[config.mk]
export PLATFORM = sky130hd
export DESIGN_NAME = fib_inverse
export DESIGN_NICKNAME = d
export VERILOG_FILES = /design/src/rtl/fib_pkg.sv /design/src/rtl/fib_inverse.sv
export SDC_FILE = /design/constraint.sdc
export NUM_CORES = 1
export LEC_CHECK = 0
export ABC_AREA = 1
export BUFFER_PORTS_ARGS = -buffer_cell sky130_fd_sc_hd__buf_2
export CAP_MARGIN = 25
export CORE_UTILIZATION = 31
export CTS_BUF_LIST = sky130_fd_sc_hd__clkbuf_8 sky130_fd_sc_hd__clkbuf_16
export CTS_CLUSTER_SIZE = 16
export DETAILED_ROUTE_END_ITERATION = 16
export PLACE_DENSITY_LB_ADDON = 0.25
export SYNTH_ARGS = -nofsm -noshare
export SYNTH_HDL_FRONTEND = slang
export SYNTH_SLANG_ARGS = --single-unit
[constraint.sdc]
create_clock -name clk -period 3.22 [get_ports clk]
set_clock_uncertainty 0.2 [all_clocks]
set_input_delay 0.161 -clock clk [delete_from_list [all_inputs] [get_ports clk]]
set_output_delay 0.161 -clock clk [all_outputs]
set_load 0.02 [all_outputs]
[src/rtl/fib_pkg.sv]
// Shared Fibonacci definitions: state encoding, width and seeds used by fibonacci and fib_inverse.
package fib_pkg;

  typedef enum logic [1:0] {
    StIdle = 2'd0,
    StCalc = 2'd1,
    StDone = 2'd2
  } fib_state_t;

  localparam int unsigned FIB_WIDTH   = 16;
  localparam int unsigned FIB_MAX_IDX = 25;
  localparam int unsigned FIB_SEED0   = 0;
  localparam int unsigned FIB_SEED1   = 1;

endpackage

[src/rtl/fib_inverse.sv]
// Inverse Fibonacci: finds the smallest n with F(n) >= din and flags exact Fibonacci hits.
module fib_inverse
  import fib_pkg::*;
#(
  parameter int unsigned WIDTH = FIB_WIDTH
) (
  input  logic             clk,
  input  logic             reset,
  input  logic [WIDTH-1:0] din,
  input  logic             start,
  output logic [WIDTH-1:0] dout,
  output logic             exact,
  output logic             done
);

  localparam logic [WIDTH-1:0] NOne  = {{(WIDTH - 1){1'b0}}, 1'b1};
  localparam logic [WIDTH:0]   Seed0 = (WIDTH + 1)'(FIB_SEED0);
  localparam logic [WIDTH:0]   Seed1 = (WIDTH + 1)'(FIB_SEED1);

  fib_state_t       r_state;
  logic [WIDTH-1:0] r_target;
  logic [WIDTH:0]   r_a;
  logic [WIDTH:0]   r_b;
  logic [WIDTH-1:0] r_n;
  logic [WIDTH-1:0] r_dout;
  logic             r_exact;
  logic             r_done;

  logic [WIDTH:0]   w_target_ext;
  logic             w_reached;

  // One extra bit on a/b keeps F(n) just past the largest target representable.
  assign w_target_ext = {1'b0, r_target};
  assign w_reached    = (r_a >= w_target_ext);

  always_ff @(posedge clk) begin
    if (!reset) begin
      r_state  <= StIdle;
      r_target <= '0;
      r_a      <= '0;
      r_b      <= '0;
      r_n      <= '0;
      r_dout   <= '0;
      r_exact  <= 1'b0;
      r_done   <= 1'b0;
    end else begin
      unique case (r_state)
        StIdle, StDone: begin
          if (start) begin
            r_target <= din;
            r_a      <= Seed0;
            r_b      <= Seed1;
            r_n      <= '0;
            r_done   <= 1'b0;
            r_state  <= StCalc;
          end
        end
        StCalc: begin
          // start is deliberately ignored here; the running search completes untouched.
          if (w_reached) begin
            r_dout  <= r_n;
            r_exact <= (r_a == w_target_ext);
            r_done  <= 1'b1;
            r_state <= StDone;
          end else begin
            r_a <= r_b;
            r_b <= r_a + r_b;
            r_n <= r_n + NOne;
          end
        end
        default: begin
          r_state <= StIdle;
          r_done  <= 1'b0;
        end
      endcase
    end
  end

  assign dout  = r_dout;
  assign exact = r_exact;
  assign done  = r_done;

endmodule
# Word level (Yosys, flattened, before mapping)
# Index checks and enable logic that the tools add are counted.
[op_classes] n_addsub=2 n_lt_le_gt_ge=1 n_eq_ne=6 muxes=15 n_reduce_logical=7
[op_table] cell="17-bit two-way mux" n=4
[op_table] cell="17-bit case mux with 2 select lines" n=2
[op_table] cell="16-bit two-way mux" n=2
[op_table] cell="16-bit case mux with 2 select lines" n=1
[op_table] cell="17-bit adder" n=1
[op_table] cell="17-bit by 16-bit == test with 1-bit output" n=1
[op_table] cell="17-bit by 16-bit >= comparator with 1-bit output" n=1
[op_table] cell="16-bit by 1-bit adder with 16-bit output, second input constant" n=1
[op_table] cell="2-bit != test, second input constant" n=3
[op_table] cell="2-bit AND reduction" n=3
[op_table] cell="2-bit two-way mux" n=2
[op_table] cell="2-bit case mux with 2 select lines" n=1
[op_table] cell="3-bit AND reduction" n=1
[op_table] cell="2-bit by 1-bit == test with 1-bit output, second input constant" n=1
[op_table] cell="2-bit == test, second input constant" n=1
[op_table] cell="2-bit logical NOT" n=1
[op_table] cell="1-bit two-way mux" n=2
[op_table] cell="1-bit case mux with 2 select lines" n=1
[op_table] cell="2-bit nonzero test" n=1
[op_table] cell="2-bit OR reduction" n=1
[totals] register_bits=86 input_bits=19 out_inout_bits=18 wordCells=39

# Longest topological paths before layout
[logic_depth] word_depth=4 ltp_mapped=15 ltp_nobuf=15

# Worst setup path after synthesis
# No wires, ideal clock.
[synth_path] kind="register -> register" startpoint="reg r_a[0]" endpoint="reg r_b[16]" setup_ps=132 arrival_ps=1680 required_time_ps=2888 slack_ps=1208 path_stages_with_launch=16 n_path_buf=0 synth_period_minus_slack_ps=2012 cell_sequence="dfxtp_1 ha_1 inv_1 fa_1 inv_1 nand3_1 nand2_1 nand2_1 nand2_1 nand2_1 nand2_1 nand2_1 nand2_1 inv_1 nand2_1 a21oi_1"
[synth_between] elab_chain_len=3 word_cells_on_any_way=6 classes_between="1 x add/sub; 1 x order compare; 1 x eq/ne; 2 x mux; 1 x reduce/logical"
[synth_lines] item="from (decl)" line_no="fib_inverse.sv:22" rtl="logic [WIDTH:0] r_a;"
[synth_lines] item="from (signal assigned)" line_no="fib_inverse.sv:66" rtl="r_a <= r_b;"
[synth_lines] item="17-bit adder or 17-bit by 16-bit >= comparator with 1-bit output (tied branches)" line_no="fib_inverse.sv:67, fib_inverse.sv:34"
[synth_lines] item="17-bit two-way mux or 2-bit != test (tied branches)"
[synth_lines] item="17-bit case mux with 2 select lines or 3-bit AND reduction (tied branches)"
[synth_lines] item="to (signal assigned)" line_no="fib_inverse.sv:67" rtl="r_b <= r_a + r_b;"
[synth_lines] item="to (decl)" line_no="fib_inverse.sv:23" rtl="logic [WIDTH:0] r_b;"
# Several ways; a longest one is shown, not always the timed one. The select of a mux whose other input is x is not followed.
# A chain may end at the register's enable or synchronous reset.

# Worst setup path after layout
[layout_path] startpoint="reg r_target[8]" endpoint="reg r_a[15]"
[layout_between] elab_chain_len=3
[layout_lines] item="from (decl)" line_no="fib_inverse.sv:21" rtl="logic [WIDTH-1:0] r_target;"
[layout_lines] item="from (signal assigned)" line_no="fib_inverse.sv:50" rtl="r_target <= din;"
[layout_lines] item="17-bit by 16-bit >= comparator with 1-bit output" line_no="fib_inverse.sv:34" rtl="assign w_reached = (r_a >= w_target_ext);"
[layout_lines] item="2-bit != test (no source line)"
[layout_lines] item="3-bit AND reduction (no source line)"
# Every way passes these cells.

==> key figures <==
Floorplan
  – Ports: 37
  – Die span in x: roughly 130 um
  – Cell Rows: 46
  – Core area: between 15000 and 20000 sq um
  – Initial Utilization: a little under a third
  – DIE AREA: ~17000 sq um
  – Die height: 129 um

Power
  – VDD IR max: roughly 0.24 mV
  – PwrDens: 463 nW/um^2
  – Net Switching: 812 uW
  – Leakage: around 0.0026 uW
  – Combinational share of power: ~17%
  – Clock share of power: between 40% and 50%
  – Int Power: about 1900 uW
  – Sw Ratio: approximately 30%
  – Sequential power share: roughly two fifths

Timing
  – Slew Limit Fails: 0
  – Tmin final: approximately 2700 ps
  – Setup TNS: 0 ps
  – RSZ-0062 raised after global routing: false
  – Hold Fails Final Rpt: 0
  – Final period util: roughly 83%
  – Fmax: around 380 MHz
  – Max-slew headroom: between 30% and 40%
  – Hold Slack: about 150 ps
  – Worst-Margin Slew: 966 ps
  – Setup Viol. Count Final: 0
  – Worst setup margin: roughly 550 ps

Layout
  – Reg area: 1700 sq um
  – Post-route cell area: slightly below 6000 sq um
  – Filler-free cell count of the finished design: slightly above 1000
  – Multi-input gate area: 2870 sq um
  – Layout Nets: around 840
  – Fillers: about 1700
  – Diode count: 0
  – Layout cells sized above 1: under 10%
  – Synth-to-layout area growth: 16.7%

Clock tree
  – CTS tree: yes
  – Clk Latency, worst-skew pair: 350 ps
  – # resized after CTS: 0
  – Clk sink count: 85
  – Post-CTS setup buffers: 0
  – CTS buffer count: 9
  – Hold buffers post-CTS: 17
  – CTS H-tree depth: 3
  – Root Driver: clkbuf_16
  – CTS clk-pin slew, worst paths: about 70 ps
  – Clock buffer depth: 2

Route
  – Via count: approximately 4600
  – Average wire per standard cell: approximately 13 um
  – Iteration-0 DRC Markers: 325
  – Drt drc: 0
  – Drt via density: 4.58
  – Final wirelength: 12900 um
  – DR pass1 iterations: 6
  – Detail Route Antenna Nets: 0

Worst hold path
  – Hold Crit Class: in2reg

Worst setup path
  – WP buf/inv: 2
  – CP startpoint kind: flop
  – Critical Path, Cell by Cell: inv_1 -> ha_1 -> nand2_1 -> nor2_1 -> nand2_1 -> nor2_1 -> nand2_1 -> nand2_2 -> nor2_4 -> nand3_2 -> inv_2 -> nand2_1 -> a21oi_1
  – Worst EP arrival: between 2000 and 3000 ps
  – CP dominant cell by count: nand2_1
  – Worst EP required: around 3300 ps
  – Crit end category: flop
  – Critical-path top delay cell: inv_2
  – Family with the most delay on the worst path: simple AND/OR/NAND/NOR gates
  – Critical path type: reg2reg
  – Crit-path max FO: 23
  – Slowest stage delay, CP: approximately 500 ps

Synth
  – Post-synthesis sequential area ratio: 33.8%
  – Mean Syn Cell Area: approximately 6.7 sq um
  – Synth top area cells: dfxtp_1 34%, nand2_1 14%, a21oi_1 8.9%
  – Ys flop type: dfxtp_1
  – Top-area cell type share of the netlist area: approximately 34%
  – FF+latch count, synth: 85
  – Cell variety after synth: 34
  – Post-synth EDFFs: 0
  – Top-count cell post-synth: nand2_1
  – Cells after synthesis: 751
  – Synth top cells by count: 192 x nand2_1, 90 x a21oi_1, 85 x dfxtp_1
  – Post-synthesis net count: 804
  – Async set or reset register ratio after synthesis: 0%
  – Post-synth top area cell: dfxtp_1
  – Mapped cell area: approximately 5000 sq um
  – Synth warn: 0

Place
  – Port Buf Inserts: 36
  – Worst slack at placement: around 550 ps
  – Placed Area: 5390 sq um
  – Placer Congestion: between 0.8 and 0.9
  – HPWL Detailed: ~9000 um
  – Placed insts: just under 1000

Outcome
  – Status: complete, no violations

Global routing
  – Global-route wire length before repair: 21500 um
  – Gr ovfl total: 0
  – Vias in the first global route: about 4300
  – GRT Total Usage: around 16%
  – Largest net degree at the start of global routing: 58
  – Initial antenna violation count: 0

Job
  – Maxcap violations: 0
power by group through the flow:
stage                     sequential (uW)  combinational, uW  clock, uW
after floorplan                      1150                346          0
after global placement               1160                454          0
after detailed placement             1160                450          0
after CTS                            1130                468       1150
after global routing                 1140                534       1190
final                                1130                466       1120
through the flow:
stage          power (uW)  util, %
6_report             2720     37.0
5_1_grt              2870     37.0
4_1_cts              2750     37.0
3_5_place_dp         1610     33.9
3_3_place_gp         1610     33.9
2_1_floorplan        1490        -
cells by family after synthesis:
group	after synthesis	share of synthesized area, %
simple gates	387	34.1
compound gates	116	11.8
buf+inv	114	9.12
flops	85	33.8
fa+ha+maj	34	8.60
xor+xnor	15	2.61
metal layers:
layer | global-route usage [%] | wire (um) | vias up
met2 | 25.4 | 5600 | 68
met3 | 2.89 | 388 | 12
met4 | 6.16 | 179 | 0
li1 | - | - | 2516
met5 | 0 | 0 | -
met1 | 22.8 | 6740 | 2022
worst paths after layout:
kind | from | slack (ps) | cells after the start | end
max reg2reg | r_target[8] | 550 | 13 | r_a[15]
min | reset | 150 | 3 | r_n[6]
min reg2reg | dout[6] | 260 | 2 | dout[6]
max | r_target[8] | 550 | 13 | r_a[15]
state kept, by name, indices dropped and copies added (netlist names):
name,flops
r_target,16
dout,16
r_b,17
exact,1
r_state,1
done,1
r_n,16
r_a,17
cell type report:
cell class                 count  area share [%]
clock buffer                  11            4.30
sequential                    85            29.0
clock inverter                 5            1.13
timing repair buffer          59            6.94
inverter                      81            5.17
multi-input combinational    552            48.9
tap                          216            4.60
worst min-delay path, cell delays in order:
cell and delay, ps:
buf_2 320, nand2_1 150, nor2_1 30
placed cells by master (no fill, tap or decap), drive strengths merged, types with 2 or more instances in the layout:
cell	n
xnor2	6
o21ai	21
o21bai	2
clkbuf	11
buf	42
and2	3
inv	83
nand3	78
nand2	196
nor3	5
dlygate4sd3	17
xor2	9
a21oi	90
ha	33
dfxtp	85
nand4	14
nor2	75
nand3b	13
Power figures use the tool's default switching activity.
